<file path="config.mk">
export PLATFORM = sky130hd
export DESIGN_NAME = encoder_4to2_irq
export DESIGN_NICKNAME = d
export VERILOG_FILES = /design/src/rtl/encoder_4to2_irq.sv
export SDC_FILE = /design/constraint.sdc
export NUM_CORES = 1
export LEC_CHECK = 0
export CAP_MARGIN = 25
export CELL_PAD_IN_SITES_DETAIL_PLACEMENT = 2
export CELL_PAD_IN_SITES_GLOBAL_PLACEMENT = 2
export CORE_MARGIN = 5
export CORE_UTILIZATION = 33
export CTS_BUF_LIST = sky130_fd_sc_hd__clkbuf_4
export DETAILED_ROUTE_END_ITERATION = 8
export PLACE_DENSITY = 0.9
export SLEW_MARGIN = 20
export SYNTH_ARGS = -nofsm -noshare
export SYNTH_HDL_FRONTEND = slang
export SYNTH_SLANG_ARGS = --single-unit
</file>
<file path="constraint.sdc">
create_clock -name CLK -period 1.6 [get_ports CLK]
set_input_delay 0.4 -clock CLK [delete_from_list [all_inputs] [get_ports CLK]]
set_output_delay 0.4 -clock CLK [all_outputs]
set_load 0.02 [all_outputs]
</file>
<file path="src/rtl/encoder_4to2_irq.sv">
// Sequential 4-to-2 priority encoder with request capture, hold-until-ACK and post-ACK gap.
// Define ENC_ROUND_ROBIN_EN to use round-robin arbitration in place of fixed D3-first priority.
module encoder_4to2_irq #(
    parameter int unsigned GAP_CYCLES = 1,
    parameter int unsigned LEVEL_MODE = 0
) (
    input  logic       CLK,
    input  logic       RST_N,
    input  logic       EN,
    input  logic       D3,
    input  logic       D2,
    input  logic       D1,
    input  logic       D0,
    input  logic       ACK,
    output logic       A1,
    output logic       A0,
    output logic       V,
    output logic [3:0] PEND
);

    localparam logic [1:0] ST_IDLE    = 2'd0;
    localparam logic [1:0] ST_PRESENT = 2'd1;
    localparam logic [1:0] ST_GAP     = 2'd2;

    localparam logic [2:0] GAP_LAST = (GAP_CYCLES == 0) ? 3'd0 : 3'(GAP_CYCLES - 1);

    logic [3:0] d_vec;
    logic [3:0] d_prev;
    logic [3:0] pend;
    logic [3:0] capture;
    logic [3:0] clr_mask;
    logic [3:0] pend_nxt;
    logic [1:0] state;
    logic [1:0] a_q;
    logic [1:0] pick;
    logic [2:0] gap_cnt;
    logic       v_q;
    logic       ack_fire;

    assign d_vec = {D3, D2, D1, D0};

    always_comb begin
        capture = '0;
        if (EN) begin
            if (LEVEL_MODE != 0) capture = d_vec;
            else                 capture = d_vec & ~d_prev;
        end
    end

    assign ack_fire = (state == ST_PRESENT) && ACK;

    // Set is OR-ed after the clear so a capture on the bit being ACKed survives.
    always_comb begin
        clr_mask = '0;
        if (ack_fire) clr_mask[a_q] = 1'b1;
        pend_nxt = (pend & ~clr_mask) | capture;
    end

`ifdef ENC_ROUND_ROBIN_EN
    logic [1:0] last_served;
    logic [1:0] cand;
    logic       found;

    // Search downward from last_served-1, wrapping; k=4 lands back on last_served itself.
    always_comb begin
        pick  = '0;
        found = 1'b0;
        cand  = '0;
        for (int unsigned k = 1; k <= 4; k++) begin
            cand = last_served - 2'(k);
            if (!found && pend[cand]) begin
                pick  = cand;
                found = 1'b1;
            end
        end
    end

    always_ff @(posedge CLK or negedge RST_N) begin
        if (!RST_N) begin
            last_served <= '0;
        end else if (state == ST_IDLE && EN && pend != '0) begin
            last_served <= pick;
        end
    end
`else
    always_comb begin
        pick = '0;
        if      (pend[3]) pick = 2'd3;
        else if (pend[2]) pick = 2'd2;
        else if (pend[1]) pick = 2'd1;
        else              pick = 2'd0;
    end
`endif

    always_ff @(posedge CLK or negedge RST_N) begin
        if (!RST_N) begin
            d_prev <= '0;
            pend   <= '0;
        end else begin
            d_prev <= d_vec;
            pend   <= pend_nxt;
        end
    end

    always_ff @(posedge CLK or negedge RST_N) begin
        if (!RST_N) begin
            state   <= ST_IDLE;
            a_q     <= '0;
            v_q     <= 1'b0;
            gap_cnt <= '0;
        end else begin
            case (state)
                ST_IDLE: begin
                    if (EN && pend != '0) begin
                        a_q   <= pick;
                        v_q   <= 1'b1;
                        state <= ST_PRESENT;
                    end
                end
                ST_PRESENT: begin
                    if (ACK) begin
                        v_q     <= 1'b0;
                        gap_cnt <= '0;
                        state   <= (GAP_CYCLES == 0) ? ST_IDLE : ST_GAP;
                    end
                end
                ST_GAP: begin
                    if (gap_cnt == GAP_LAST) state <= ST_IDLE;
                    else                     gap_cnt <= gap_cnt + 3'd1;
                end
                default: begin
                    state <= ST_IDLE;
                    v_q   <= 1'b0;
                end
            endcase
        end
    end

    assign A1   = a_q[1];
    assign A0   = a_q[0];
    assign V    = v_q;
    assign PEND = pend;

endmodule

</file>
==> metrics.yaml, run 1 <==
layout:
  drive_above_1_share_pct: 19.0
  insertedDiodeCount: 0
  fin_cells: 106
  fillers: 206
  num-nets-final: 91
  syn2layout_area_growth_pct: 32.2
route:
  post_drt_wl_per_cell_um: 16.3
  wl_met2_um: 881
  vias: 527
  drt-met1-wl_um: 732
  avgViaCountPerCell: 4.97
  ant_nets: 0
  highest_layer: "met4"
  drtIter0Drc: 4
  met3_length_um: 71
  route.detailed.drc: 0
  first_pass_iters: 3
  finalWirelength_um: 1730
cts:
  clkTransAtPathRegs_ps: 90
  cts_tree: "yes"
  cts_made_buffers: 3
  hold_buffers: 0
  root_buffer: "clkbuf_4"
  clk_latency_ps: 290
  post-cts-setup-buffer-count: 0
  h-tree-depth: 1
  clock-sinks: 16
  cts.path.max_buffers: 2
global_routing:
  antenna_found_initial: 0
  grt_overflow_total: 0
  grt_pass1_wl_um: 3020
  grt_pass1_vias: 608
  track_usage_pct: 13.0
  grt_start_max_net_pins: 17
min_path:
  hp-class: "in -> async"
worst_setup_path:
  critPathTopFamily: "flip-flops"
  crit_path_start_kind: "flip-flop"
  cp_max_fo: 5
  r2r_setup_slack_ps: 180
  worstPathArrival_ps: 1070
  path_buf_inv: 1
  cp_slowest_stage_delay_ps: 420
  crit_required_ps: 1200
  r2r_start: "PEND[2]"
  critPathSlowestCell: "dfrtp_1"
  rr_worst_depth: 5
  path_cells: "dlygate4sd2_1"
  end_kind: "output port"
  worstSetupPathType: "reg -> out"
  crit_start: "PEND[3]"
  timing.rr.end: "state[0]"
power:
  leakage_uw: 0.000408
  powerDensity_nw_per_um2: 1550
  ir_drop_v: 0.000746
synthesis:
  ys_types: 21
  yosysWarnings: 0
  yosys.area.top_type: "dfrtp_1"
  seq_area_frac_synth_pct: 57.2
  syn_area_um2: 699
  synth_cells: 57
  synth.area.top_cells: "dfrtp_1 57%, nand3b_1 4.3%, ha_1 3.6%, nor4b_4 3.4%, o31ai_1 3.2%"
  synth_most_common_cell: "dfrtp_1"
  synth_seq_cells: 16
  synth_nets: 67
  synth_flop_cell: "dfrtp_1"
  synth_top_area_share_pct: 57.2
  async_flop_share_pct: 100
  avgSynthCellArea_um2: 12.3
  synth_commonest_cells: "16 x dfrtp_1, 5 x inv_1, 4 x nand2_1, 4 x nand3b_1"
  synth_edf_count: 0
floorplan:
  die_area_um2: 3140
  ios: 15
  rows: 16
  die_w_um: 56.0
  die_h_um: 56.0
  initial_core_util_pct: 35.3
  coreArea_um2: 1980
timing:
  rsz0062_at_grt: "false"
  min_period_ps: 1470
  fin_skew_ps: 1.18
  tns_ps: 0
  fin_crit_sh_pct: 92.2
  timing.fmax_mhz: 678
  slew_headroom_pct: 76.7
  finalHoldViolCount: 0
  worstMarginPinSlew_ps: 346
  finalSetupViolations: 0
  final_max_slew_viol_count: 0
flow_run:
  maxCapViolCount: 0
place:
  hpwl_um: 1420
  portBuffers: 14
  place_congestion: 0.728
  placedCellCount: 103
run_status:
  run_status: "completed"
## metrics by stage
stage	setup slack, ps	hold WS (ps)	total power [uW]	util (%)	instance area, um2
after floorplan	392	104	958	-	699
final	126	429	1440	46.7	925
after CTS	109	431	1460	46.7	925
after detailed placement	11.1	435	1300	46.0	911
after global routing	73.6	450	1540	46.7	925
after global placement	88.6	411	1260	46.0	911
## flip-flops by register name (all words and copies together), names as in the netlist
register  cells
state         2
d_prev        4
PEND          4
a_q           2
V             1
gap_cnt       3
## kinds of logic (layout without fill, tap and decap cells)
logic type                 count (synthesis)  after routing  synth area share (%)
AOI/OAI and AO/OA                         13             13                  13.8
adders and majority gates                  2              2                  3.58
buffers and inverters                      5             27                  2.68
DFF                                       16             16                  57.2
muxes                                      2              2                  2.86
and+or+nand+nor                           19             19                  19.9
## worst max-delay path by stage
stage | end | slack, ps | cells past startpoint
2_1_floorplan | V | 390 | 3
3_3_place_gp | PEND[1] | 90 | 4
3_5_place_dp | PEND[1] | 10 | 4
4_1_cts | PEND[3] | 110 | 1
5_1_grt | PEND[3] | 70 | 1
6_report | PEND[3] | 130 | 1
## per-layer routing
layer	global-route usage, %	up-vias
li1	-	248
met1	14.5	265
met2	21.7	10
met3	4.87	4
met4	6.10	0
met5	0	-
## cell usage in the layout (no fill, tap or decap)
cell type and instances:
a21bo_4 1, a21o_1 2, a21oi_1 1, buf_4 5, clkbuf_4 3, clkdlybuf4s50_1 7, dfrtp_1 16, dlygate4sd2_1 7
ha_1 2, inv_1 5, mux2i_1 2, nand2_1 4, nand2b_1 1, nand3_1 3, nand3b_1 4, nand3b_2 1
nand4b_1 1, nor2_1 2, nor2b_2 1, nor4_2 1, nor4b_4 1, o21ai_0 1, o21ai_1 3, o21ai_2 2
o31ai_1 3
## power breakdown
part / switching, uW / total (uW) / internal (uW)
Combinational: 319 / 586 / 267
Sequential: 128 / 641 / 513
Clock: 122 / 209 / 87.6
Total: 569 / 1440 / 868
## layout make-up
| class | count | area, um2 | share of cell area [%] |
|---|---|---|---|
| clock buffer | 3 | 22.5 | 2.44 |
| sequential | 16 | 400 | 43.3 |
| inverter | 5 | 18.8 | 2.03 |
| tap | 27 | 33.8 | 3.65 |
| timing repair buffer | 19 | 169 | 18.3 |
| multi-input combinational | 36 | 280 | 30.3 |
## what timing repair did
item                       4_1_cts  5_1_grt
hold endpoints to repair         0        0
setup endpoints to repair        7        0
gates resized for setup          7        0
No activity file was read; power rests on OpenSTA's default activity.
==> run 2, diff against run 1 <==
--- a/config.mk
+++ b/config.mk
@@ -12,7 +12,7 @@
 export CORE_UTILIZATION = 33
 export CTS_BUF_LIST = sky130_fd_sc_hd__clkbuf_4
 export DETAILED_ROUTE_END_ITERATION = 8
-export PLACE_DENSITY = 0.9
+export PLACE_DENSITY = 0.81
 export SLEW_MARGIN = 20
 export SYNTH_ARGS = -nofsm -noshare
 export SYNTH_HDL_FRONTEND = slang
==> run 2 against run 1 <==
Routed wire length rose by 3.4%. Final area rose by 0.41%. Combinational power barely moved. Critical path type unchanged. Total power rose by 0.83%. First-iteration DRC count did not move. Sequential share of layout area fell by 0.18 points.
==> metrics.yaml, run 2 (synthesized netlist as in run 1, its figures left out) <==
cts:
  cts.path.max_buffers: 2  # unchanged
  clock-sinks: 16  # unchanged
  h-tree-depth: 1  # unchanged
  clkTransAtPathRegs_ps: 100  # about the same
  clk_latency_ps: 280  # about the same
  hold_buffers: 0  # unchanged
  cts_tree: "yes"
  cts_made_buffers: 3  # unchanged
  root_buffer: "clkbuf_4"
  post-cts-setup-buffer-count: 0  # unchanged
  post_cts_resized: 7  # unchanged
worst_setup_path:
  cp_max_fo: 5  # unchanged
  crit_required_ps: 1200  # about the same
  crit_path_start_kind: "flip-flop"
  path_cells: "dlygate4sd2_1"
  critPathSlowestCell: "dfrtp_1"
  worstSetupPathType: "reg -> out"
  worstPathArrival_ps: 1100  # +30 ps
  cp_slowest_stage_delay_ps: 450  # +30 ps
  end_kind: "output port"
  path_buf_inv: 1  # unchanged
  critPathTopFamily: "flip-flops"
floorplan:
  coreArea_um2: 1980  # unchanged
  die_h_um: 56.0  # unchanged
  die_w_um: 56.0  # unchanged
  ios: 15  # unchanged
  initial_core_util_pct: 35.3  # unchanged
  die_area_um2: 3140  # unchanged
  rows: 16  # unchanged
timing:
  worstMarginPinSlew_ps: 319  # -27.5 ps
  min_period_ps: 1500  # +23.7 ps
  timing.fmax_mhz: 667  # -1.6%
  final_max_slew_viol_count: 0  # unchanged
  finalHoldViolCount: 0  # unchanged
  fin_skew_ps: 6.78  # +5.60 ps
  finalWorstSetupSlack_ps: 102  # -23.7 ps
  fin_crit_sh_pct: 93.6  # +1.5 points
  finalSetupViolations: 0  # unchanged
  tns_ps: 0  # unchanged
  rsz0062_at_grt: "false"
  slew_headroom_pct: 78.7  # +1.9 points
layout:
  fin_cells: 107  # +0.94%
  final_cell_mix: "16 x dfrtp_1, 7 x clkdlybuf4s50_1, 7 x dlygate4sd2_1, 5 x inv_1, 5 x buf_4"
  num-nets-final: 91  # unchanged
  final_common_cell: "dfrtp_1"
  syn2layout_area_growth_pct: 32.7
  insertedDiodeCount: 0  # unchanged
  drive_above_1_share_pct: 18.8  # -0.24 points
route:
  ant_nets: 0  # unchanged
  vias: 531  # +0.76%
  post_drt_wl_per_cell_um: 16.7  # +2.4%
  first_pass_iters: 3  # unchanged
  route.detailed.drc: 0  # unchanged
  finalWirelength_um: 1780  # +3.4%
  avgViaCountPerCell: 4.96  # -0.18%
  drtIter0Drc: 4  # unchanged
global_routing:
  grt_pass1_vias: 617  # +1.5%
  grt_pass1_wl_um: 3170  # +5.0%
  track_usage_pct: 13.2  # +0.23 points
  antenna_found_initial: 0  # unchanged
  grt_overflow_total: 0  # unchanged
  grt_start_max_net_pins: 17  # unchanged
power:
  powerDensity_nw_per_um2: 1560  # +0.42%
  finalPower_uw: 1450  # +0.83%
  ir_drop_v: 0.000697  # -6.6%
  leakage_uw: 0.000410  # +0.48%
place:
  portBuffers: 14  # unchanged
  pre_cts_ws_ps: 15.3  # +4.18 ps
  place_congestion: 0.671  # -7.8%
  hpwl_um: 1400  # -1.3%
  placedCellCount: 103  # unchanged
run_status:
  run_status: "completed"
min_path:
  hp-class: "in -> async"
flow_run:
  maxCapViolCount: 0  # unchanged
-- run 2: changes by cell type in the layout (fill, tap and decap cells not counted), sizes merged --
cell	before	now
clkinv	0	1
-- run 2: worst paths after layout --
check                      slack [ps]  endpoint  cells after the start  startpoint
max                               100        A1                      1      a_q[1]
min                               420    a_q[1]                      2       RST_N
max reg2reg                       220  state[0]                      5     PEND[2]
min reg2reg                       430   PEND[1]                      1   d_prev[1]
max in group asynchronous         990   PEND[0]                      2       RST_N
min in group CLK                  430   PEND[1]                      1   d_prev[1]
-- run 2: layout make-up --
type	instances	area, um2
fillers	206	1050
flip-flops and latches	16	400
multi-input cells	36	280
repair buffers	19	169
well taps	27	33.8
clock buffers	3	22.5
inverters	5	18.8
clock inverters	1	3.75
-- run 2: per-stage QoR --
step / hold slack, ps / instance area (um2) / utilization [%]
CTS: 422 / 928 / 46.8
global placement: 411 / 911 / 46.0
floorplan: 104 / 699 / -
detailed placement: 412 / 911 / 46.0
global route: 456 / 928 / 46.8
finish: 422 / 928 / 46.8
-- run 2: metal layers --
metal / track usage [%] / part of all wire [%]
met3: 3.25 / 3.4
met2: 19.7 / 49
met4: 8.14 / 2.2
met5: 0 / 0
met1: 17.1 / 45
-- run 2: power breakdown --
| group | total [uW] | switching [uW] | internal [uW] |
|---|---|---|---|
| logic | 588 | 320 | 267 |
| clock network | 218 | 128 | 90.5 |
| registers | 642 | 129 | 513 |
